===== config.mk =====
export PLATFORM = sky130hd
export DESIGN_NAME = memory_round_ctrl
export DESIGN_NICKNAME = d
export VERILOG_FILES = /design/src/rtl/memory_game_pkg.sv /design/src/rtl/memory_percent_div.sv /design/src/rtl/memory_round_ctrl.sv
export SDC_FILE = /design/constraint.sdc
export NUM_CORES = 1
export LEC_CHECK = 0
export ABC_CLOCK_PERIOD_IN_PS = 4000
export CELL_PAD_IN_SITES_DETAIL_PLACEMENT = 1
export CELL_PAD_IN_SITES_GLOBAL_PLACEMENT = 1
export CORE_ASPECT_RATIO = 2
export CORE_MARGIN = 2
export CORE_UTILIZATION = 41
export CTS_BUF_LIST = sky130_fd_sc_hd__clkbuf_4 sky130_fd_sc_hd__clkbuf_8 sky130_fd_sc_hd__clkbuf_16
export DETAILED_ROUTE_END_ITERATION = 10
export HOLD_SLACK_MARGIN = 0.06
export PLACE_DENSITY = 0.84
export SLEW_MARGIN = 5
export SYNTH_ARGS = -nofsm -noshare
export SYNTH_HDL_FRONTEND = slang
export SYNTH_SLANG_ARGS = --single-unit
export TNS_END_PERCENT = 5

===== constraint.sdc =====
create_clock -name clock_50M -period 4 [get_ports clock_50M]
set_clock_uncertainty 0.2 [all_clocks]
set_input_delay 1 -clock clock_50M [delete_from_list [all_inputs] [get_ports clock_50M]]
set_output_delay 1 -clock clock_50M [all_outputs]
set_load 0.1 [all_outputs]

===== src/rtl/memory_game_pkg.sv =====
// Shared types and constants for the memory game round sequencer.
// State codes double as the HEX display state number.
package memory_game_pkg;

  typedef enum logic [2:0] {
    ST_IDLE  = 3'd0,
    ST_WRITE = 3'd1,
    ST_READ  = 3'd2,
    ST_SHOW  = 3'd3,
    ST_BLANK = 3'd4,
    ST_WAIT  = 3'd5,
    ST_CHECK = 3'd6,
    ST_OVER  = 3'd7
  } state_t;

  localparam int NUM_ROUNDS = 16;
  localparam int PAT_W = 10;

  localparam logic [PAT_W-1:0] LFSR_SEED = 10'h001;
  localparam int LFSR_TAP_A = 9;
  localparam int LFSR_TAP_B = 6;

  localparam logic [2:0] CHECK_LAST = 3'd7;

endpackage


===== src/rtl/memory_percent_div.sv =====
// Restoring divider: 7 quotient bits over 7 clocks after start.
// Quotient is presented alongside the done pulse.
module memory_percent_div (
  input  logic        clk,
  input  logic        rst_n,
  input  logic        start,
  input  logic [10:0] dividend,
  input  logic [4:0]  divisor,
  output logic [6:0]  quotient,
  output logic        done
);

  logic       busy;
  logic [2:0] cnt;
  logic [4:0] rem;
  logic [4:0] dvs;
  logic [6:0] low;
  logic [5:0] q;
  logic [5:0] trial;
  logic [4:0] diff;
  logic       ge;

  assign trial = {rem, low[6]};
  assign ge    = trial >= {1'b0, dvs};
  assign diff  = trial[4:0] - dvs;
  assign done  = busy && (cnt == 3'd6);

  // Divide by zero would set every bit, so force it to zero.
  assign quotient = (dvs == '0) ? '0 : {q, ge};

  always_ff @(posedge clk or negedge rst_n) begin
    if (!rst_n) begin
      busy <= 1'b0;
      cnt  <= '0;
      rem  <= '0;
      dvs  <= '0;
      low  <= '0;
      q    <= '0;
    end else if (start) begin
      busy <= 1'b1;
      cnt  <= '0;
      rem  <= {1'b0, dividend[10:7]};
      dvs  <= divisor;
      low  <= dividend[6:0];
      q    <= '0;
    end else if (busy) begin
      rem  <= ge ? diff : trial[4:0];
      low  <= {low[5:0], 1'b0};
      q    <= {q[4:0], ge};
      cnt  <= cnt + 3'd1;
      if (cnt == 3'd6) busy <= 1'b0;
    end
  end

endmodule


===== src/rtl/memory_round_ctrl.sv =====
// Memory game round sequencer: pattern generation, display,
// guess capture and scoring with running percentage.
module memory_round_ctrl
  import memory_game_pkg::*;
#(
  parameter int SHOW_CYCLES  = 100_000_000,
  parameter int BLANK_CYCLES = 25_000_000
) (
  input  logic             clock_50M,
  input  logic             resetn,
  input  logic [PAT_W-1:0] sw,
  input  logic             key_start_n,
  input  logic             key_submit_n,
  input  logic [PAT_W-1:0] mem_rdata,
  output logic [3:0]       wn,
  output logic             we,
  output logic [PAT_W-1:0] d,
  output logic [PAT_W-1:0] led,
  output logic [2:0]       display_state,
  output logic [6:0]       correct,
  output logic [6:0]       incorrect,
  output logic [6:0]       percent
);

  state_t state, state_nx;

  logic [PAT_W-1:0] lfsr;
  logic [PAT_W-1:0] sw_s1, sw_s2;
  logic [2:0]       st_sync, sb_sync;
  logic             start_ev, submit_ev;
  logic [31:0]      tmr;
  logic [3:0]       round;
  logic [PAT_W-1:0] pattern, guess;
  logic             hit;
  logic [4:0]       corr_nx, tot_nx;
  logic [10:0]      dividend;
  logic             div_start, div_done;
  logic [6:0]       div_q;
  logic             check_end;

  // Bit 0 is the first sync flop; an event is 1 -> 0 between flops 2 and 3.
  assign start_ev  = st_sync[2] & ~st_sync[1];
  assign submit_ev = sb_sync[2] & ~sb_sync[1];

  assign hit       = (guess == pattern);
  assign corr_nx   = correct[4:0] + {4'd0, hit};
  assign tot_nx    = correct[4:0] + incorrect[4:0] + 5'd1;
  assign dividend  = {6'd0, corr_nx} * 11'd100;
  assign div_start = (state == ST_CHECK) && (tmr == 32'd0);
  assign check_end = (state == ST_CHECK) && (tmr == 32'(CHECK_LAST));

  assign wn            = round;
  assign we            = (state == ST_WRITE);
  assign d             = (state == ST_WRITE) ? lfsr : '0;
  assign led           = (state == ST_SHOW) ? pattern : '0;
  assign display_state = state;

  always_ff @(posedge clock_50M or negedge resetn) begin
    if (!resetn) state <= ST_IDLE;
    else         state <= state_nx;
  end

  always_comb begin
    state_nx = state;
    unique case (state)
      ST_IDLE:  if (start_ev) state_nx = ST_WRITE;
      ST_WRITE: state_nx = ST_READ;
      ST_READ:  state_nx = ST_SHOW;
      ST_SHOW:
        if (tmr == 32'(SHOW_CYCLES - 1))
          state_nx = ST_BLANK;
      ST_BLANK:
        if (tmr == 32'(BLANK_CYCLES - 1))
          state_nx = ST_WAIT;
      ST_WAIT:  if (submit_ev) state_nx = ST_CHECK;
      ST_CHECK:
        if (check_end)
          state_nx = (round == 4'(NUM_ROUNDS - 1))
                   ? ST_OVER : ST_WRITE;
      ST_OVER:  if (start_ev) state_nx = ST_WRITE;
      default:  state_nx = ST_IDLE;
    endcase
  end

  always_ff @(posedge clock_50M or negedge resetn) begin
    if (!resetn) begin
      lfsr      <= LFSR_SEED;
      sw_s1     <= '1;
      sw_s2     <= '1;
      st_sync   <= '1;
      sb_sync   <= '1;
      tmr       <= '0;
      round     <= '0;
      pattern   <= '0;
      guess     <= '0;
      correct   <= '0;
      incorrect <= '0;
      percent   <= '0;
    end else begin
      lfsr    <= {lfsr[PAT_W-2:0],
                  lfsr[LFSR_TAP_A] ^ lfsr[LFSR_TAP_B]};
      sw_s1   <= sw;
      sw_s2   <= sw_s1;
      st_sync <= {st_sync[1:0], key_start_n};
      sb_sync <= {sb_sync[1:0], key_submit_n};
      tmr     <= (state_nx != state) ? 32'd0 : tmr + 32'd1;

      if (state == ST_READ) pattern <= mem_rdata;
      if (state == ST_WAIT && submit_ev) guess <= sw_s2;

      if (div_start) begin
        if (hit) correct   <= correct + 7'd1;
        else     incorrect <= incorrect + 7'd1;
      end

      if (div_done) percent <= div_q;

      if (check_end && round != 4'(NUM_ROUNDS - 1))
        round <= round + 4'd1;

      if (state == ST_OVER && start_ev) begin
        round     <= '0;
        correct   <= '0;
        incorrect <= '0;
        percent   <= '0;
      end
    end
  end

  memory_percent_div u_div (
    .clk      (clock_50M),
    .rst_n    (resetn),
    .start    (div_start),
    .dividend (dividend),
    .divisor  (tot_nx),
    .quotient (div_q),
    .done     (div_done)
  );

endmodule

==> metrics.txt, run 1 <==
status completed; Rows 67; combinational power share 0.131; Max transition margin 0.306; first-pass GRT wire length 32.8 mm; minimum clock period 3850 ps; most frequent cell on the critical path ha_1; Wirelength per Cell 21.6 um; most common flop cell mapped by yosys dfrtp_1; total CTS buffers 17; largest delay contributor family on the critical path adder cells; number of synthesized flops with an enable pin 0; gr ovfl total 0; Largest stage delay, worst path 400 ps; nature of the critical path startpoint flop; Sw Ratio 0.297; router iterations before antenna repair 4; Worst Setup End Kind flop; top post-synthesis cells by area dfrtp_1 41%, dfstp_2 10%, ha_1 5.5%; R2R setup slack 150 ps; Final Setup Violations 0; critical path arrival 3940 ps; n_diodes 0; Mapped Cells 655; syn_area_per_cell 10.7 um2; nets 787; HPWL after DPL 14.2 mm; Post-Route WL 20.5 mm; DRT antenna net count 0; sequential area share after synthesis 0.507; I/O pins 73; mapped cell area 7020 um2; Max-Cap Viols 0; Sink Count 141; CP Class reg -> reg; Simple-Gate Fraction of Synth Area 0.194; CP max-delay cell dfrtp_1; crit path max fanout 3; Area Overhead vs Synth 23.8%; Reg power frac 0.427; via count 5517; list of most frequent post-synthesis cells 114 x dfrtp_1, 45 x nor3_1, 36 x nor2_1, 32 x xnor2_1; critical path, cell by cell xor2_1, nor4_1, nand4_1, inv_2, ha_4, ha_4, nand2_1, xnor2_1, ha_1, inv_1, ha_1, ha_1, ha_1, a31oi_1, xnor2_1, o22ai_1; Die X 96.6 um; Synth Area in XOR/XNOR 0.0711; initial antenna violation count 0; clock root buffer clkbuf_16; final hold vios 0; Max Clk Rate 260 MHz; port bufs 72; Leakage 0.00393 uW; pwr dens 429 nW/um2; Least-Margin Pin Slew 1030 ps; Max clock buf depth 2; period utilization 0.962; placed cell area 8030 um2; Worst Path Buf+Inv 2; RR Startpoint pattern[6]; Hold Crit Start sw_s1[0]; worst hold stages 0; vias per cell 5.81; Hold WS 157 ps; Core ar. 16800 um2; Worst R2R Path Depth 16; worst hold path type reg -> reg; number of global-route vias before repair 6154; YS warnings 0; reg2reg end u_div.rem[3]; htree depth 4; Clock power frac 0.442; Async S/R FF share, synth 1.00; clk_lat worst skew 430 ps; Hold EP sw_s2[0]; FF+latch count, synth 141; largest family of logic cells by synthesized area simple AND/OR/NAND/NOR gates; Mapped Nets 713; VDD IR-drop max 270 uV; Cell Count, Final, Fillers Out 949; DRC viols 0; Synth Area in Compound Gates 0.0791; post-synthesis mux area share 0.0522; GPL Wtd Cong 0.851; internal power 2630 uW; CTS clk-pin slew, worst paths 70 ps; DR iter-0 viols 215; All-Layer GR Usage 0.236; Yosys cell types 53; Slew Viols, Final 0; Yosys top cell area share 0.406; post-synthesis adder-cell area fraction 0.0638; Placed Instances 916; sum of negative setup slack 0 ps; WP data required 4090 ps; post-synth top area cell dfrtp_1; TritonCTS clock tree yes; Design Area, Final 8700 um2; layout cells sized above 1 0.202; most common cell in the netlist dfrtp_1; P_sw 1110 uW; largest net degree at the start of global routing 79; Die Height 189 um; full die area 18300 um2; Initial Util 0.419
-- logic make-up after synthesis --
kind of cell / Yosys count
AOI/OAI and AO/OA: 83
xor gates and xnor gates: 57
adders and majority gates: 34
buffers and inverters: 59
DFF: 141
muxes: 33
and+or+nand+nor: 248
-- flip-flops by register name, indices dropped and copies added, names as in the netlist --
name           count
incorrect          7
st_sync            3
correct            7
lfsr              10
guess             10
u_div.busy         1
u_div.low          5
u_div.rem          5
u_div.cnt          3
wn                 4
u_div.dvs          5
percent            7
display_state      3
pattern           10
sw_s1             10
sb_sync            3
tmr               32
sw_s2             10
u_div.q            6
-- worst reg2reg max path: stages, from the launching register on --
cell	delay [ps]
dfrtp_1	400
xor2_1	160
nor4_1	330
nand4_1	220
inv_2	140
ha_4	150
ha_4	150
nand2_1	70
xnor2_1	220
ha_1	280
inv_1	70
ha_1	230
ha_1	300
ha_1	340
a31oi_1	210
xnor2_1	150
o22ai_1	90
-- worst max path at each step --
stage / to / slack, ps / start / cells after the start
after detailed placement: u_div.rem[3] / 80 / pattern[4] / 16
final: u_div.rem[3] / 150 / pattern[6] / 16
after CTS: u_div.rem[3] / 3 / guess[3] / 16
after global placement: u_div.rem[3] / 290 / pattern[9] / 16
after global routing: u_div.rem[3] / -70 / pattern[4] / 16
after floorplan: d[1] / -170 / display_state[0] / 5
-- power groups by stage --
| stage | Combinational [uW] | Sequential, uW | Clock [uW] |
|---|---|---|---|
| global placement | 463 | 1600 | 0 |
| detailed placement | 481 | 1610 | 0 |
| floorplan | 335 | 1580 | 0 |
| finish | 490 | 1590 | 1650 |
| global route | 522 | 1600 | 1750 |
| CTS | 495 | 1590 | 1680 |
-- through the flow --
| stage | worst slack, ps | utilization | power (uW) |
|---|---|---|---|
| CTS | 3.38 | 0.516 | 3770 |
| global placement | 288 | 0.479 | 2070 |
| global route | -66.6 | 0.519 | 3870 |
| detailed placement | 81.6 | 0.479 | 2090 |
| floorplan | -170 | - | 1920 |
| finish | 150 | 0.519 | 3730 |
-- layout by cell type, fill, tap and decap left out, types with 27 or more instances in the layout --
| cell type | count |
|---|---|
| nor3_1 | 45 |
| nor2_1 | 36 |
| ha_1 | 29 |
| nand2_1 | 31 |
| nand3_1 | 28 |
| dfrtp_1 | 114 |
| dfstp_2 | 27 |
| clkdlybuf4s50_1 | 31 |
| buf_4 | 40 |
| inv_1 | 28 |
| xnor2_1 | 32 |
-- final cells by class --
type / count / area (um2)
multi-input cells: 455 / 3290
well taps: 207 / 259
inverters: 30 / 113
clock buffers: 18 / 439
clock inverters: 14 / 173
flip-flops and latches: 141 / 3560
repair buffers: 84 / 862
fillers: 1795 / 8070
-- routing by layer --
metal,global-route usage,vias up,part of all wire
met5,0,-,0
met4,0.114,0,0.043
met3,0.0481,54,0.028
met2,0.436,117,0.58
met1,0.242,2851,0.35
li1,-,2495,-
-- timing repair --
action,4_1_cts,5_1_grt
pin swaps,1,3
gates resized for setup,2,6
setup buffers,0,1
endpoints found under the setup margin,1,2
hold buffers,0,0
No activity file was read; power rests on OpenSTA's default activity.
==> inputs of run 2 (changes only) <==
--- a/config.mk
+++ b/config.mk
@@ -15,7 +15,7 @@
 export DETAILED_ROUTE_END_ITERATION = 10
 export HOLD_SLACK_MARGIN = 0.06
 export PLACE_DENSITY = 0.84
-export SLEW_MARGIN = 5
+export SLEW_MARGIN = 30
 export SYNTH_ARGS = -nofsm -noshare
 export SYNTH_HDL_FRONTEND = slang
 export SYNTH_SLANG_ARGS = --single-unit
==> run 2 against run 1 <==
Effect of this change:
- critical path depth is the same
- non-clock buffer count is the same
- via count is essentially flat
- worst hold slack is essentially flat
- wire length is essentially flat
- sequential cell count is the same
- sequential share of layout area shrank 0.053 points
- largest power group unchanged
- critical path type unchanged
==> metrics.txt, run 2 (synthesis results as in run 1) <==
status completed; layout cells sized above 1 0.205; via count 5513; Leakage 0.00394 uW; I/O pins 73; max FFs per register 32; TritonCTS clock tree yes; CTS clk-pin slew, worst paths 70 ps; DRT antenna net count 0; htree depth 4; Rows 67; Final Setup Violations 0; reg2reg end u_div.rem[3]; Clock power frac 0.442; nature of the critical path startpoint flop; pwr dens 429 nW/um2; nets 787; RR Startpoint pattern[6]; Worst Setup End Kind flop; most common cell after layout, fill and taps aside dfrtp_1; Worst Path Buf+Inv 2; worst hold path type reg -> reg; Least-Margin Pin Slew 997 ps; multi-input logic area 3300 um2; n_diodes 0; most frequent cells in the layout 114 x dfrtp_1, 45 x nor3_1, 40 x buf_4; DR iter-0 viols 215; Worst path depth 16; crit path max fanout 3; Area Overhead vs Synth 24.0%; vias per cell 5.81; Max clock buf depth 2; largest net degree at the start of global routing 79; GPL Wtd Cong 0.851; first-pass GRT wire length 32.8 mm; DRC viols 0; gr ovfl total 0; port bufs 72; placed cell area 8030 um2; clock root buffer clkbuf_16; Finished Core Util 0.519; Largest stage delay, worst path 400 ps; Placed Instances 916; met1 usage 0.242; Max transition margin 0.329; Wirelength per Cell 21.6 um; Sink Count 141; CP max-delay cell dfrtp_1; met3 global-route usage 0.0481; R2R setup slack 150 ps; Die X 96.6 um; register area 3560 um2; number of global-route vias before repair 6154; hold buffers post-CTS 0; Top Usage Layer GRT met2; sum of negative setup slack 0 ps; period utilization 0.963; router iterations before antenna repair 4; clk_lat worst skew 430 ps; All-Layer GR Usage 0.236; Initial Util 0.419; final hold vios 0; Slew Viols, Final 0; Hold WS 156 ps; Biggest register tmr; Sw Ratio 0.297; HPWL after DPL 14.2 mm; critical path launch point pattern[6]; total CTS buffers 17; M2 GR Usage 0.436; initial antenna violation count 0; fillers 1794; internal power 2630 uW; combinational power share 0.131; full die area 18300 um2; CP Class reg -> reg; Max Clk Rate 260 MHz; Post-Route WL 20.5 mm; Max-Cap Viols 0; CP endpoint u_div.rem[3]; VDD IR-drop max 270 uV; Die Height 189 um; Core ar. 16800 um2; Worst R2R Path Depth 16; minimum clock period 3850 ps; Cell Count, Final, Fillers Out 949; Design Area, Final 8710 um2; most frequent cell on the critical path ha_1; critical path, cell by cell xor2_1, nor4_1, nand4_1, inv_2, ha_4, ha_4, nand2_1, xnor2_1, ha_1, inv_1, ha_1, ha_1, ha_1, a31oi_1, xnor2_1, o22ai_1; WP data required 4090 ps; Reg power frac 0.427; P_sw 1110 uW; largest delay contributor family on the critical path adder cells; critical path arrival 3940 ps
run 2: cell counts in the layout (fill, tap and decap cells not counted):
Identical to the previous run, type by type.
run 2: power by group through the flow:
| stage | Sequential, uW | Clock [uW] | Combinational, uW |
|---|---|---|---|
| final | 1590 | 1650 | 490 |
| after global routing | 1600 | 1750 | 522 |
| after CTS | 1590 | 1680 | 495 |
| after detailed placement | 1610 | 0 | 481 |
| after global placement | 1600 | 0 | 463 |
| after floorplan | 1580 | 0 | 335 |
run 2: layout make-up:
cell class	count	share of cell area
clock inverter	14	0.0198
multi-input combinational	455	0.379
sequential	141	0.409
clock buffer	18	0.0504
timing repair buffer	84	0.0990
tap	207	0.0297
inverter	30	0.0129
run 2: worst register-to-register path: cells and delay by family (launching register included):
| family | cells | cell delay [ps] |
|---|---|---|
| buffers and inverters | 2 | 210 |
| adder cells (fa/ha/maj) | 6 | 1450 |
| AO/OA/AOI/OAI | 2 | 300 |
| AND/OR/NAND/NOR | 3 | 620 |
| XOR/XNOR | 3 | 530 |
| flip-flops | 1 | 400 |
run 2: worst min-delay path by stage:
stage | start | endpoint | cells past startpoint
after global routing | sw_s1[0] | sw_s2[0] | 0
after floorplan | sb_sync[0] | sb_sync[1] | 0
after CTS | sw_s1[3] | sw_s2[3] | 0
after detailed placement | st_sync[0] | st_sync[1] | 0
final | sw_s1[0] | sw_s2[0] | 0
after global placement | sw_s1[3] | sw_s2[3] | 0
run 2: per-stage QoR:
step / power (uW) / setup slack (ps)
after floorplan: 1920 / -170
after global placement: 2070 / 288
after detailed placement: 2090 / 81.6
after CTS: 3770 / 3.38
after global routing: 3870 / -66.6
final: 3730 / 148
run 2: layer usage:
layer  up-vias  part of all wire
met2       121              0.58
met5         -                 0
met3        54             0.030
li1       2494                 -
met4         0             0.043
met1      2844              0.35
run 2: timing repair:
| item | 4_1_cts | 5_1_grt |
|---|---|---|
| pin swaps | 1 | 3 |
| gates resized for setup | 2 | 6 |
| buffers inserted | 0 | 1 |
| endpoints found under the setup margin | 1 | 2 |
| gates cloned | 0 | 0 |
==> variant (settings of run 1) <==
Register the inputs `sw`, `key_start_n`, `key_submit_n` and `mem_rdata` before use, without a reset. The logic sees them one clock later.
--- a/src/rtl/memory_round_ctrl.sv
+++ b/src/rtl/memory_round_ctrl.sv
@@ -22,4 +22,16 @@
   output logic [6:0]       percent
 );
+
+  logic [PAT_W-1:0] sw_q;
+  logic key_start_n_q;
+  logic key_submit_n_q;
+  logic [PAT_W-1:0] mem_rdata_q;
+
+  always_ff @(posedge clock_50M) begin
+    sw_q           <= sw;
+    key_start_n_q  <= key_start_n;
+    key_submit_n_q <= key_submit_n;
+    mem_rdata_q    <= mem_rdata;
+  end
 
   state_t state, state_nx;
@@ -100,11 +112,11 @@
       lfsr    <= {lfsr[PAT_W-2:0],
                   lfsr[LFSR_TAP_A] ^ lfsr[LFSR_TAP_B]};
-      sw_s1   <= sw;
+      sw_s1   <= sw_q;
       sw_s2   <= sw_s1;
-      st_sync <= {st_sync[1:0], key_start_n};
-      sb_sync <= {sb_sync[1:0], key_submit_n};
+      st_sync <= {st_sync[1:0], key_start_n_q};
+      sb_sync <= {sb_sync[1:0], key_submit_n_q};
       tmr     <= (state_nx != state) ? 32'd0 : tmr + 32'd1;
 
-      if (state == ST_READ) pattern <= mem_rdata;
+      if (state == ST_READ) pattern <= mem_rdata_q;
       if (state == ST_WAIT && submit_ev) guess <= sw_s2;
 
Check against the original RTL: not equivalent (Yosys sat finds a counterexample within 4 cycles, from zero or initial values and one cycle with resetn low).
==> variant against run 1 <==
- area after synthesis up 7.9%
- critical path type unchanged
- core utilization down 1.8 points
- worst setup slack worse by 37 ps
- global-route usage down 2.6 points
- cell count up 5.3%
- final area up 4.8%
- first-iteration DRC count up 22%
- synthesized cell count up 5.8%
- routed wire length down 3.6%
- sequential cell count up 22
- die area up 7.6%
Power is not compared: it rests on default switching activity, and its combinational part moved more than twofold at a synthesized area within 25%.
==> variant: results (changes against run 1) <==
status=complete, no violations; Nets=828 (+5.2%); total track usage=20.96% (-2.6 points); placed cells=965 (+5.3%); drt wl/cell=19.78 um (-8.4%); initial DRC count=263 (+22%); drt total wl=19.76 mm (-3.6%); Async SR Flop Fraction=86.50% (-13 points); Leakage=4.135 nW; main area contributors after synthesis=dfrtp_1, dfstp_2, dfxtp_1; number of antenna violations at the first check in global routing=0 (unchanged); largest net degree at the start of global routing=74 (-6.3%); commonest cells in the netlist=dfrtp_1, nor3_1, nand2_1, xnor2_1, ha_1; vias per cell=5.708 (-1.8%); vias in the first global route=6339 (+3.0%); Layout fillers=1987 (+11%); Place WS=118.2 ps (+36.59 ps); clock buffer count from CTS=17 (unchanged); slowest stage delay, CP=around 390 ps; first-pass GRT wire length=32.13 mm (-2.0%); register area share after synthesis=52.82% (+2.1 points); routability-driven placement congestion ratio=0.8797 (+3.4%); Final HPWL DP=13.98 mm (-1.8%); share of layout cells above drive strength 1=21.71% (+1.5 points); Relative slew margins=35.27% (+4.7 points); area post-placement=8446 um^2 (+5.2%); Cell variety after synth=57 (+7.5%); syn avg cell area=10.93 um^2 (+2.0%); Initial DRT Pass Iterations=5 (+1)
## variant: cell types whose count changed after synthesis, sizes merged, moves of 7 or more
cell,run 1,this run
a211oi,0,7
nor2,36,23
o21ai,12,26
o31ai,10,2
nand2,31,46
and3,20,6
buf,2,10
dfxtp,0,22
nor4,16,28
## variant: cells by family after synthesis
logic type,Yosys count,share of synthesized area [%]
muxes,31,4.508
and+or+nand+nor,248,18.33
AOI/OAI and AO/OA,94,8.124
xor gates and xnor gates,60,6.935
buffers and inverters,63,3.368
DFF,163,52.82
adders and majority gates,34,5.911
## variant: routing by layer
layer  GRT usage, %  wire [um]
met4          9.741        652
met1          21.08       7002
met3          3.919        574
met2          40.17      11530
met5              0          0
## variant: timing repair
item / in CTS / in global routing
setup buffers: 0 / 2
resized for setup: 0 / 9
setup endpoints to repair: 0 / 1
hold buffers: 0 / 0
## variant: cell type report
type | count | area (um^2) | share of cell area, %
clock buffer | 18 | 439.2 | 4.817
sequential | 163 | 4003 | 43.91
timing repair buffer | 90 | 744.5 | 8.166
inverter | 31 | 116.4 | 1.276
clock inverter | 14 | 155.1 | 1.702
multi-input combinational | 467 | 3388 | 37.17
tap | 216 | 270.3 | 2.965
## variant: final timing paths
path	from	endpoint	slack (ps)	depth (start not counted)
worst max-delay path	guess[0]	u_div.rem[3]	110	17
worst min-delay path	sw_q[0]	sw_s1[0]	90	0
worst max register to register	guess[0]	u_div.rem[3]	110	17
worst min register to register	sw_q[0]	sw_s1[0]	90	0
max in group asynchronous	resetn	percent[5]	2340	2
min in group asynchronous	resetn	incorrect[6]	380	1
## variant: worst reg2reg max path: cells and delay by family (launching register included)
family,cells,cell delay (ps)
and+or+nand+nor,4,760
buffers and inverters,2,160
xor gates and xnor gates,3,530
AOI/OAI and AO/OA,2,270
adders and majority gates,6,1490
DFF,1,390
